File: src/rtl/fexp2_bf16_if.sv
// Operand/result bundle for the bfloat16 2^x unit: split-field operand in,
// split-field result out, valid/ready handshake on the operand side.
interface fexp2_bf16_if #(
  parameter int EXP_WIDTH   = 8,
  parameter int FRACT_WIDTH = 7
);
  logic                   sign;
  logic [EXP_WIDTH-1:0]   exponent;
  logic [FRACT_WIDTH-1:0] fractional;
  logic                   valid_i;
  logic                   ready_o;
  logic                   s_res_o;
  logic [EXP_WIDTH-1:0]   e_res_o;
  logic [FRACT_WIDTH-1:0] f_res_o;
  logic                   valid_o;

  modport master (
    output sign, exponent, fractional, valid_i,
    input  ready_o, s_res_o, e_res_o, f_res_o, valid_o
  );
  modport slave (
    input  sign, exponent, fractional, valid_i,
    output ready_o, s_res_o, e_res_o, f_res_o, valid_o
  );
endinterface

File: src/rtl/fexp2_bf16.sv
// Sequential bfloat16 2^x: x -> n + f (Q8.16), 2^f by one shift-multiply per
// fraction bit against a 2^(2^-i) ROM, then RNE to bf16. Fixed 18-cycle latency.
module fexp2_bf16 #(
  parameter int EXP_WIDTH   = 8,
  parameter int FRACT_WIDTH = 7,
  parameter int N_ITER      = 16
) (
  input  logic         clk,
  input  logic         rst,
  fexp2_bf16_if.slave  io
);
  typedef enum logic [1:0] {IDLE, CONV, ITER, NORM} state_t;

  localparam logic [21:0] ONE = 22'd1048576;

  state_t                 state_q, state_d;
  logic                   sign_q;
  logic [EXP_WIDTH-1:0]   exp_q;
  logic [FRACT_WIDTH-1:0] frac_q;
  logic signed [8:0]      n_q;
  logic [15:0]            fr_q;
  logic [3:0]             cnt_q;
  logic [21:0]            p_q;
  logic                   force_q;
  logic [14:0]            force_val_q;
  logic [EXP_WIDTH-1:0]   e_res_q;
  logic [FRACT_WIDTH-1:0] f_res_q;
  logic                   valid_q;

  // c_i = round(2^(2^-i) * 2^20), indexed by counter = i-1
  function automatic logic [21:0] rom_c(input logic [3:0] k);
    case (k)
      4'd0:    rom_c = 22'd1482910;
      4'd1:    rom_c = 22'd1246974;
      4'd2:    rom_c = 22'd1143480;
      4'd3:    rom_c = 22'd1095000;
      4'd4:    rom_c = 22'd1071537;
      4'd5:    rom_c = 22'd1059994;
      4'd6:    rom_c = 22'd1054270;
      4'd7:    rom_c = 22'd1051419;
      4'd8:    rom_c = 22'd1049997;
      4'd9:    rom_c = 22'd1049286;
      4'd10:   rom_c = 22'd1048931;
      4'd11:   rom_c = 22'd1048753;
      4'd12:   rom_c = 22'd1048665;
      4'd13:   rom_c = 22'd1048620;
      4'd14:   rom_c = 22'd1048598;
      default: rom_c = 22'd1048587;
    endcase
  endfunction

  // Conversion of the registered operand, consumed in CONV
  logic [7:0]  mant8;
  logic [23:0] mag;
  logic [24:0] t;
  logic        spec;
  logic [14:0] spec_val;

  always_comb begin
    mant8 = {1'b1, frac_q};
    if (exp_q >= 8'd118) mag = {16'b0, mant8} << (exp_q - 8'd118);
    else                 mag = {16'b0, mant8} >> (8'd118 - exp_q);
    t = sign_q ? (25'd0 - {1'b0, mag}) : {1'b0, mag};

    spec     = 1'b1;
    spec_val = 15'h0000;
    if (exp_q == 8'hFF) begin
      if (frac_q != '0) spec_val = 15'h7FC0;
      else              spec_val = sign_q ? 15'h0000 : 15'h7F80;
    end else if (exp_q == 8'h00) begin
      spec_val = 15'h3F80;
    end else if (exp_q >= 8'd134) begin
      spec_val = sign_q ? 15'h0000 : 15'h7F80;
    end else begin
      spec = 1'b0;
    end
  end

  logic [43:0] prod;
  logic [21:0] p_mul;
  assign prod  = p_q * rom_c(cnt_q);
  assign p_mul = 22'(prod >> 20);

  // Round-to-nearest-even on P, carry bumps the exponent
  logic [6:0]         mant;
  logic               rnd;
  logic [7:0]         mant_r;
  logic signed [10:0] e_b;
  logic [14:0]        norm_val;

  always_comb begin
    mant   = p_q[19:13];
    rnd    = p_q[12] & ((|p_q[11:0]) | mant[0]);
    mant_r = {1'b0, mant} + {7'b0, rnd};
    e_b    = {{2{n_q[8]}}, n_q} + {10'b0, mant_r[7]} + 11'sd127;
    if (force_q)             norm_val = force_val_q;
    else if (e_b >= 11'sd255) norm_val = 15'h7F80;
    else if (e_b <= 11'sd0)   norm_val = 15'h0000;
    else                     norm_val = {e_b[7:0], mant_r[6:0]};
  end

  always_comb begin
    state_d = state_q;
    case (state_q)
      IDLE:    if (io.valid_i) state_d = CONV;
      CONV:    state_d = ITER;
      ITER:    if (cnt_q == 4'(N_ITER - 1)) state_d = NORM;
      NORM:    state_d = IDLE;
      default: state_d = IDLE;
    endcase
  end

  always_ff @(posedge clk) begin
    if (rst) begin
      state_q     <= IDLE;
      sign_q      <= 1'b0;
      exp_q       <= '0;
      frac_q      <= '0;
      n_q         <= '0;
      fr_q        <= '0;
      cnt_q       <= '0;
      p_q         <= ONE;
      force_q     <= 1'b0;
      force_val_q <= '0;
      e_res_q     <= '0;
      f_res_q     <= '0;
      valid_q     <= 1'b0;
    end else begin
      state_q <= state_d;
      valid_q <= 1'b0;
      case (state_q)
        IDLE: if (io.valid_i) begin
          sign_q <= io.sign;
          exp_q  <= io.exponent;
          frac_q <= io.fractional;
        end
        CONV: begin
          n_q         <= t[24:16];
          fr_q        <= t[15:0];
          cnt_q       <= '0;
          p_q         <= ONE;
          force_q     <= spec;
          force_val_q <= spec_val;
        end
        ITER: begin
          if (fr_q[15]) p_q <= p_mul;
          fr_q  <= fr_q << 1;
          cnt_q <= cnt_q + 4'd1;
        end
        NORM: begin
          e_res_q <= norm_val[14:7];
          f_res_q <= norm_val[6:0];
          valid_q <= 1'b1;
        end
        default: ;
      endcase
    end
  end

  assign io.ready_o = (state_q == IDLE);
  assign io.s_res_o = 1'b0;
  assign io.e_res_o = e_res_q;
  assign io.f_res_o = f_res_q;
  assign io.valid_o = valid_q;
endmodule

File: src/flat_wrapper.sv
// flat-port wrapper written by rule: the top's interface ports become plain ports
module fexp2_bf16_flat 
#(
  parameter int EXP_WIDTH   = 8,
  parameter int FRACT_WIDTH = 7,
  parameter int N_ITER      = 16
)
  (clk, rst, io_sign, io_exponent, io_fractional, io_valid_i, io_ready_o, io_s_res_o, io_e_res_o, io_f_res_o, io_valid_o);
  fexp2_bf16_if #(.EXP_WIDTH(EXP_WIDTH), .FRACT_WIDTH(FRACT_WIDTH)) io_i ();
  input  logic clk;
  input  logic rst;
  input wire logic [$bits(io_i.sign)-1:0] io_sign;
  input wire logic [$bits(io_i.exponent)-1:0] io_exponent;
  input wire logic [$bits(io_i.fractional)-1:0] io_fractional;
  input wire logic [$bits(io_i.valid_i)-1:0] io_valid_i;
  output wire logic [$bits(io_i.ready_o)-1:0] io_ready_o;
  output wire logic [$bits(io_i.s_res_o)-1:0] io_s_res_o;
  output wire logic [$bits(io_i.e_res_o)-1:0] io_e_res_o;
  output wire logic [$bits(io_i.f_res_o)-1:0] io_f_res_o;
  output wire logic [$bits(io_i.valid_o)-1:0] io_valid_o;
  assign io_i.sign = io_sign;
  assign io_i.exponent = io_exponent;
  assign io_i.fractional = io_fractional;
  assign io_i.valid_i = io_valid_i;
  assign io_ready_o = io_i.ready_o;
  assign io_s_res_o = io_i.s_res_o;
  assign io_e_res_o = io_i.e_res_o;
  assign io_f_res_o = io_i.f_res_o;
  assign io_valid_o = io_i.valid_o;
  fexp2_bf16 #(.EXP_WIDTH(EXP_WIDTH), .FRACT_WIDTH(FRACT_WIDTH), .N_ITER(N_ITER)) u_core (.clk(clk), .rst(rst), .io(io_i));
endmodule
File: config.mk
export PLATFORM = sky130hd
export DESIGN_NAME = fexp2_bf16_flat
export DESIGN_NICKNAME = d
export VERILOG_FILES = /design/src/rtl/fexp2_bf16_if.sv /design/src/rtl/fexp2_bf16.sv /design/src/flat_wrapper.sv
export SDC_FILE = /design/constraint.sdc
export NUM_CORES = 1
export LEC_CHECK = 0
export ABC_AREA = 1
export CAP_MARGIN = 20
export CELL_PAD_IN_SITES_DETAIL_PLACEMENT = 1
export CELL_PAD_IN_SITES_GLOBAL_PLACEMENT = 2
export CORE_UTILIZATION = 35
export DETAILED_ROUTE_END_ITERATION = 8
export GPL_TIMING_DRIVEN = 0
export PLACE_DENSITY = 0.73
export SLEW_MARGIN = 20
export SYNTH_ARGS = -nofsm -noshare
export SYNTH_HDL_FRONTEND = slang
export SYNTH_SLANG_ARGS = --single-unit
File: constraint.sdc
create_clock -name clk -period 13.3 [get_ports clk]
set_input_delay 2.66 -clock clk [delete_from_list [all_inputs] [get_ports clk]]
set_output_delay 2.66 -clock clk [all_outputs]
set_load 0.02 [all_outputs]
==> flow_summary.yaml, run 1 <==
route:
  drtIter0Drc: 773
  dr.pass1.iters: 5
  ant_nets: 0
  wl_per_cell_um: 20.3
  vias_per_cell: 4.95
  drc: 0
  routed_wl_um: 77500
  vias: 18860
pwr:
  vdd_drop_max_v: 0.0000606
  power.leakage_nw: 12.8
  power.density_mw_per_mm2: 80.2
final_layout:
  area.growth.synth_to_final_pct: 7.58
  n_fill_cell: 7665
  nNetsFinal: 3583
  diodes: 0
  drive_gt1_share_pct: 3.60
  fin_util_pct: 38.4
global_route:
  grt_pass1_vias: 21174
  antenna_found_initial: 0
  grt_max_degree: 20
  grt_pass1_wl_um: 123000
  grt-ovfl-total: 0
  gr-usage-all-layers_pct: 25.8
yosys:
  synth_top_area_share_pct: 32.8
  ys.warnings.count: 0
  synth_edf_count: 0
  yosysSeqAreaShare_pct: 9.98
  synth-main-ff-cell: "dfxtp_1"
  synth_seq_cells: 108
  syn_inst: 2980
  mappedNetlistNets: 3537
  synth_area_mm2: 0.0217
  synth.area.top_cells: "fa_1, inv_1, nand2_1"
  yosysUniqueCellTypes: 57
  async_flop_share_pct: 0
  avgSynthCellArea_um2: 7.27
  yosys.area.top_type: "fa_1"
timing:
  hold_viol: 0
  skew_ns: 0.0164
  finalSetupTns_ns: 0
  fin_crit_ns: 8.40
  setup_violations: 0
  fmax_mhz: 119
  rsz0062_at_grt: "false"
  worst_pin_slew_ns: 1.15
  slew_viol_final: 0
  fin_crit_sh_pct: 63.2
  slew_headroom_pct: 23.2
worst_setup_path:
  cp-start-kind: "register"
  path_class: "reg -> reg"
  critical_path_arrival_ns: 8.65
  critPathMaxStageDelay_ns: 0.69
  path_max_fanout: 10
  cpMostUsedCell: "inv_1"
  required_ns: 13.54
  cp_slowest_cell: "nor4_1"
  endpoint_kind: "register"
die:
  dieWidth_um: 251
  dieArea_mm2: 0.0629
  core_mm2: 0.0607
  io_pins: 37
  initial_utilization_pct: 35.7
  die_h_um: 251
  num_rows: 90
run_status:
  status: "finished, final reports clean"
clock_tree:
  cts-root-buf: "clkbuf_16"
  cts_buffers: 9
  clk_latency_ns: 0.39
  cts_resized: 0
  cts_setup_buffers: 0
  cts_buffer_depth: 2
  h-tree-depth: 3
  clk_pin_slew_worst_paths_ns: 0.09
  clock_sinks: 108
  cts_hold_buf: 0
  cts_tree: "built"
min_path:
  hold_class: "reg -> reg"
place:
  gp_congestion: 0.913
  hpwl_um: 65800
  portBuffers: 35
flow_run:
  maxCapViolCount: 0
==> per-stage QoR <==
step                      hold WS [ns]  cell area (µm²)  instances  total power [mW]  setup WS (ns)
after floorplan                  0.444            21700       2980              1.19           7.00
after global placement           0.454            23000       3797              1.55           4.94
after detailed placement         0.466            23000       3797              1.57           4.98
after CTS                        0.478            23300       3813              1.89           4.90
after global routing             0.492            23300       3813              2.04           4.39
final                            0.472            23300       3813              1.87           4.90
==> final timing paths <==
kind                        start                    to  slack, ns  cells past startpoint
min reg2reg  u_core.io.f_res_o[0]  u_core.io.f_res_o[0]       0.47                      2
max                      register        u_core.p_q[20]       4.90                     30
max reg2reg              register        u_core.p_q[20]       4.90                     30
min          u_core.io.f_res_o[0]  u_core.io.f_res_o[0]       0.47                      2
==> Yosys cell counts (14+ instances only) <==
master,number
inv_1,739
nand2_1,730
fa_1,355
ha_1,183
a21oi_1,145
nor2_1,136
nand3_1,113
clkbuf_1,108
dfxtp_1,108
o21ai_0,90
nand4_1,33
nand2_2,21
xor2_1,18
a31oi_1,17
nor3_1,16
inv_2,14
==> logic make-up (layout without fill, tap and decap cells) <==
kind of cell / Yosys count / count (layout) / share of synthesized area (%)
adders and majority gates: 538 / 538 / 43.4
AOI/OAI and AO/OA: 317 / 317 / 8.16
other: 1 / 1 / 0.0173
and+or+nand+nor: 1109 / 1109 / 21.9
DFF: 108 / 108 / 9.98
xor gates and xnor gates: 27 / 27 / 1.13
buffers and inverters: 880 / 931 / 15.4
==> area by class of cell <==
type,count,area (µm²),area share (%)
sequential,108,2160,9.28
tap,782,978,4.20
inverter,757,2840,12.2
timing repair buffer,35,350,1.50
buffer,123,499,2.14
clock buffer,9,225,0.966
clock inverter,7,81.3,0.349
multi-input combinational,1992,16200,69.4
==> critical path: cells and delay by family (launching register included) <==
kind	cells	cell delay, ns
adders and majority gates	8	3.93
and+or+nand+nor	9	1.42
buffers and inverters	9	1.23
AOI/OAI and AO/OA	4	1.01
DFF	1	0.62
==> report_power, final <==
group          internal, mW  switching [mW]  total (mW)
Clock                 0.150           0.151       0.300
Combinational         0.339           0.790        1.13
Sequential            0.373          0.0652       0.439
==> per-layer routing <==
metal	global-route usage, %	routed length, µm
met3	2.30	2100
met4	5.50	1490
met2	46.8	39200
met1	33.2	34800
met5	0	0
==> cell usage in the layout, fill, tap and decap left out, types with 9 or more instances in the layout <==
master,n
fa_1,355
o21ai_0,90
nand3b_1,9
clkbuf_1,107
nand2_1,730
ha_1,183
nand3_1,113
dfxtp_1,108
clkdlybuf4s50_1,35
xor2_1,18
o22ai_1,10
nand4_1,33
o21a_1,9
a21oi_1,145
a31oi_1,17
nor2_1,136
nor2_2,9
clkbuf_16,9
o21ai_1,9
nor3_1,16
nand2_2,21
inv_2,14
nor4_1,9
inv_1,739
Power figures use the tool's default switching activity.
==> run 2, diff against run 1 <==
--- a/config.mk
+++ b/config.mk
@@ -12,7 +12,7 @@
 export CORE_UTILIZATION = 35
 export DETAILED_ROUTE_END_ITERATION = 8
 export GPL_TIMING_DRIVEN = 0
-export PLACE_DENSITY = 0.73
+export PLACE_DENSITY = 0.76
 export SLEW_MARGIN = 20
 export SYNTH_ARGS = -nofsm -noshare
 export SYNTH_HDL_FRONTEND = slang
==> constraint.sdc (replaced) <==
create_clock -name clk -period 7.04 [get_ports clk]
set_input_delay 1.408 -clock clk [delete_from_list [all_inputs] [get_ports clk]]
set_output_delay 1.408 -clock clk [all_outputs]
set_load 0.02 [all_outputs]
==> flow_summary.yaml, run 2 (same netlist as run 1, synthesis figures left out) <==
worst_setup_path:
  endpoint_kind: "register"
  r2r-end: "u_core.p_q[20]"
  critPathMaxStageDelay_ns: 0.55
  cp-start-kind: "register"
  reg2reg_depth: 28
  startpoint: "u_core.p_q[10]"
  reg2reg_slack_ns: 0.24
  cpMostUsedCell: "fa_1"
  path_class: "reg -> reg"
  required_ns: 7.26
  critical_path_arrival_ns: 7.02
  path_max_fanout: 10
  regToRegStartpoint: "u_core.p_q[10]"
  cp_slowest_cell: "fa_1"
  cp-endpoint: "u_core.p_q[20]"
clock_tree:
  clk_pin_slew_worst_paths_ns: 0.08
  cts_buffers: 9
  clock_sinks: 108
  cts_tree: "built"
  cts-root-buf: "clkbuf_16"
  clk_latency_ns: 0.38
  cts_buffer_depth: 2
  h-tree-depth: 3
timing:
  setup_violations: 0
  fin_crit_sh_pct: 96.5
  fmax_mhz: 147
  whs_ns: 0.476
  worst_pin_slew_ns: 1.28
  skew_ns: 0.0150
  slew_viol_final: 0
  slew_headroom_pct: 14.1
  rsz0062_at_grt: "true"
  hold_viol: 0
  fin_crit_ns: 6.80
pwr:
  power.leakage_nw: 13.1
  power.density_mw_per_mm2: 150
  vdd_drop_max_v: 0.000139
  total_power_mw: 3.57
die:
  dieWidth_um: 251
  die_h_um: 251
  initial_utilization_pct: 35.7
  io_pins: 37
  num_rows: 90
  core_mm2: 0.0607
  dieArea_mm2: 0.0629
route:
  wl_per_cell_um: 20.3
  vias_per_cell: 4.94
  routed_wl_um: 77600
  dr.pass1.iters: 4
  vias: 18853
  drtIter0Drc: 757
  ant_nets: 0
  drc: 0
final_layout:
  nNetsFinal: 3586
  n_fill_cell: 7658
  final_cell_mix: "inv_1, nand2_1, fa_1"
  regArea_mm2: 0.00221
  multi_input_area_mm2: 0.0162
  final_common_cell: "inv_1"
  diodes: 0
  fin_area_mm2: 0.0238
  fin_cells: 3816
  drive_gt1_share_pct: 7.48
  area.growth.synth_to_final_pct: 9.67
global_route:
  grt-ovfl-total: 0
  antenna_found_initial: 0
  grt_pass1_vias: 21239
  gr-usage-all-layers_pct: 25.8
  grt_max_degree: 21
  grt_pass1_wl_um: 123000
place:
  gp_congestion: 0.907
  hpwl_um: 66000
  dp_cells: 3797
  portBuffers: 35
  dpl_cell_area_mm2: 0.0230
run_status:
  status: "finished, final reports clean"
min_path:
  min_from: "u_core.io.f_res_o[3]"
  hold_class: "reg -> reg"
flow_run:
  maxCapViolCount: 0
-- run 2: cell types whose count changed in the layout (fill, tap and decap cells not counted), moves of 4 or more --
cell and change:
buf_2 +6, buf_4 +20, buf_6 +11, clkbuf_1 -76, clkbuf_2 +21, clkbuf_4 +18
dfxtp_1 -25, dfxtp_2 +19, dfxtp_4 +6, o21ai_0 -4
-- run 2: worst max-delay path: cells and delay by family, from the launching register on --
kind	cells	cell delay (ns)
compound gates	4	0.52
buf+inv	7	0.71
simple gates	9	1.10
fa+ha+maj	8	3.90
flops	1	0.40
-- run 2: final cells by class --
| cell class | instances | area share (%) |
|---|---|---|
| inverter | 757 | 12.0 |
| sequential | 108 | 9.30 |
| tap | 782 | 4.12 |
| multi-input combinational | 1992 | 68.4 |
| clock inverter | 7 | 0.384 |
| timing repair buffer | 38 | 1.57 |
| buffer | 123 | 3.36 |
| clock buffer | 9 | 0.948 |
-- run 2: layer usage --
metal / wire (µm) / track usage [%]
met1: 33600 / 32.3
met2: 38900 / 45.6
met3: 2770 / 3.48
met4: 2230 / 7.98
met5: 0 / 0
-- run 2: how the worst min path moves through the flow --
stage	endpoint	slack, ns	depth (start not counted)
3_3_place_gp	u_core.fr_q[0]	0.45	2
3_5_place_dp	u_core.fr_q[0]	0.46	2
2_1_floorplan	u_core.force_val_q[14]	0.44	2
5_1_grt	u_core.force_val_q[13]	0.51	2
6_report	u_core.io.f_res_o[3]	0.48	2
4_1_cts	u_core.fr_q[0]	0.48	2
-- run 2: through the flow --
step | utilization (%) | TNS [ns] | setup WS [ns]
CTS | 38.6 | -0.0795 | -0.0795
finish | 39.1 | 0 | 0.244
floorplan | - | 0 | 0.744
detailed placement | 37.9 | -6.69 | -1.21
global route | 39.1 | -0.0759 | -0.0698
global placement | 37.9 | -6.49 | -1.24
-- run 2: where the power goes --
| group | total, mW | internal, mW | switching (mW) |
|---|---|---|---|
| clock | 0.569 | 0.286 | 0.283 |
| combinational | 2.16 | 0.664 | 1.50 |
| sequential | 0.834 | 0.708 | 0.126 |
-- run 2: repair_timing --
item,CTS,global route
gates resized for setup,82,214
setup endpoints to repair,22,18
pin swaps,0,3
setup buffers,0,3
hold buffers,0,0
==> run 3, diff against run 2 <==
==> constraint.sdc (replaced) <==
create_clock -name clk -period 5.5 [get_ports clk]
set_input_delay 1.1 -clock clk [delete_from_list [all_inputs] [get_ports clk]]
set_output_delay 1.1 -clock clk [all_outputs]
set_load 0.02 [all_outputs]
==> flow_summary.yaml, run 3 (same netlist as run 1, synthesis figures left out) <==
worst_setup_path:
  path_class: "reg -> reg"
  critPathMaxStageDelay_ns: 0.59
  cpMostUsedCell: "fa_1"
  critical_path_arrival_ns: 6.74
  reg2reg_depth: 29
  endpoint_kind: "register"
  path_max_fanout: 8
  cp_slowest_cell: "fa_1"
  cp-start-kind: "register"
  reg2reg_slack_ns: -0.93
  required_ns: 5.80
clock_tree:
  clk_latency_ns: 0.38
  cts_tree: "built"
  h-tree-depth: 3
  clk_pin_slew_worst_paths_ns: 0.09
  cts_buffers: 9
  cts_buffer_depth: 2
  clock_sinks: 108
  cts-root-buf: "clkbuf_16"
final_layout:
  nNetsFinal: 3704
  diodes: 0
  fin_cells: 3934
  area.growth.synth_to_final_pct: 24.1
  fin_area_mm2: 0.0269
  fin_util_pct: 44.3
  n_fill_cell: 7344
  final_common_cell: "inv_1"
  drive_gt1_share_pct: 19.1
  final_cell_mix: "inv_1, nand2_1, fa_1"
timing:
  fmax_mhz: 155
  slew_headroom_pct: 28.1
  setup_violations: 22
  hold_viol: 0
  fin_crit_ns: 6.43
  rsz0062_at_grt: "true"
  worst_pin_slew_ns: 1.07
  skew_ns: 0.0131
  layout_setup_ws_ns: -0.935
  fin_crit_sh_pct: 117
  slew_viol_final: 0
global_route:
  grt_pass1_vias: 22057
  grt_pass1_wl_um: 129000
  grt_max_degree: 21
  gr-usage-all-layers_pct: 26.9
  grt-ovfl-total: 0
  antenna_found_initial: 0
place:
  hpwl_um: 66400
  dp_cells: 3797
  portBuffers: 35
  gp_congestion: 0.911
  dpl_cell_area_mm2: 0.0237
route:
  vias_per_cell: 5.03
  ant_nets: 0
  drtIter0Drc: 952
  drc: 0
  dr.pass1.iters: 5
  wl_per_cell_um: 20.9
  vias: 19771
  routed_wl_um: 82400
pwr:
  total_power_mw: 5.01
  power.leakage_nw: 14.3
  power.density_mw_per_mm2: 186
  vdd_drop_max_v: 0.000174
min_path:
  min_delay_path_depth: 2
  hold_class: "reg -> reg"
die:
  io_pins: 37
  dieWidth_um: 251
  num_rows: 90
  initial_utilization_pct: 35.7
  core_mm2: 0.0607
  die_h_um: 251
  dieArea_mm2: 0.0629
run_status:
  violations: "negative setup slack"
  status: "complete, but fails checks"
flow_run:
  maxCapViolCount: 0
## run 3: cell types whose count changed in the layout (fill, tap and decap cells not counted), moves of 29 or more
| cell | previous run | this run |
|---|---|---|
| a21oi_1 | 142 | 104 |
| clkbuf_16 | 9 | 46 |
| inv_1 | 738 | 685 |
| nand2_2 | 22 | 55 |
| o21ai_0 | 86 | 57 |
| nand2_1 | 729 | 675 |
| buf_4 | 23 | 101 |
| inv_2 | 15 | 66 |
## run 3: worst paths after layout
path / from / to
setup / recovery: register / u_core.p_q[8]
hold / removal: u_core.fr_q[0] / u_core.fr_q[0]
setup reg to reg: register / u_core.p_q[8]
hold reg to reg: u_core.fr_q[0] / u_core.fr_q[0]
## run 3: layout make-up
| cell class | instances | area [µm²] | area share [%] |
|---|---|---|---|
| Buffer | 121 | 1610 | 6.00 |
| Clock buffer | 9 | 225 | 0.838 |
| Clock inverter | 7 | 65.1 | 0.242 |
| Inverter | 757 | 2850 | 10.6 |
| Multi-Input combinational cell | 1992 | 17400 | 64.7 |
| Sequential cell | 108 | 2280 | 8.50 |
| Tap cell | 782 | 978 | 3.64 |
| Timing Repair Buffer | 158 | 1470 | 5.48 |
## run 3: metal layers
| metal | share of wire [%] | vias up | track usage, % |
|---|---|---|---|
| met3 | 2.3 | 76 | 1.58 |
| met4 | 2.5 | 0 | 5.22 |
| li1 | - | 9240 | - |
| met2 | 51 | 291 | 49.0 |
| met1 | 44 | 10164 | 35.2 |
| met5 | 0 | - | 0 |
## run 3: worst max-delay path, delay by kind of cell, from the launching register on
family,cells,cell delay (ns)
adder cells (fa/ha/maj),8,3.86
buffers and inverters,11,0.83
AO/OA/AOI/OAI,9,1.15
AND/OR/NAND/NOR,1,0.04
flip-flops,1,0.43
## run 3: report_power, final
| group | internal, mW | switching [mW] |
|---|---|---|
| sequential | 0.899 | 0.163 |
| clock | 0.321 | 0.366 |
| combinational | 1.15 | 2.10 |
| total | 2.37 | 2.63 |
## run 3: timing repair
action,in CTS,in global routing
gates resized for setup,285,197
endpoints found under the setup margin,22,22
pin swaps,117,134
hold buffers,0,0
gates cloned,1,1
buffers inserted,77,46
## run 3: per-stage QoR
stage | hold WS, ns | worst slack [ns] | TNS, ns
finish | 0.475 | -0.935 | -17.57
global route | 0.502 | -1.16 | -21.91
CTS | 0.476 | -0.846 | -14.46
detailed placement | 0.464 | -1.84 | -27.92
global placement | 0.454 | -1.84 | -27.81
floorplan | 0.444 | -0.351 | -1.13
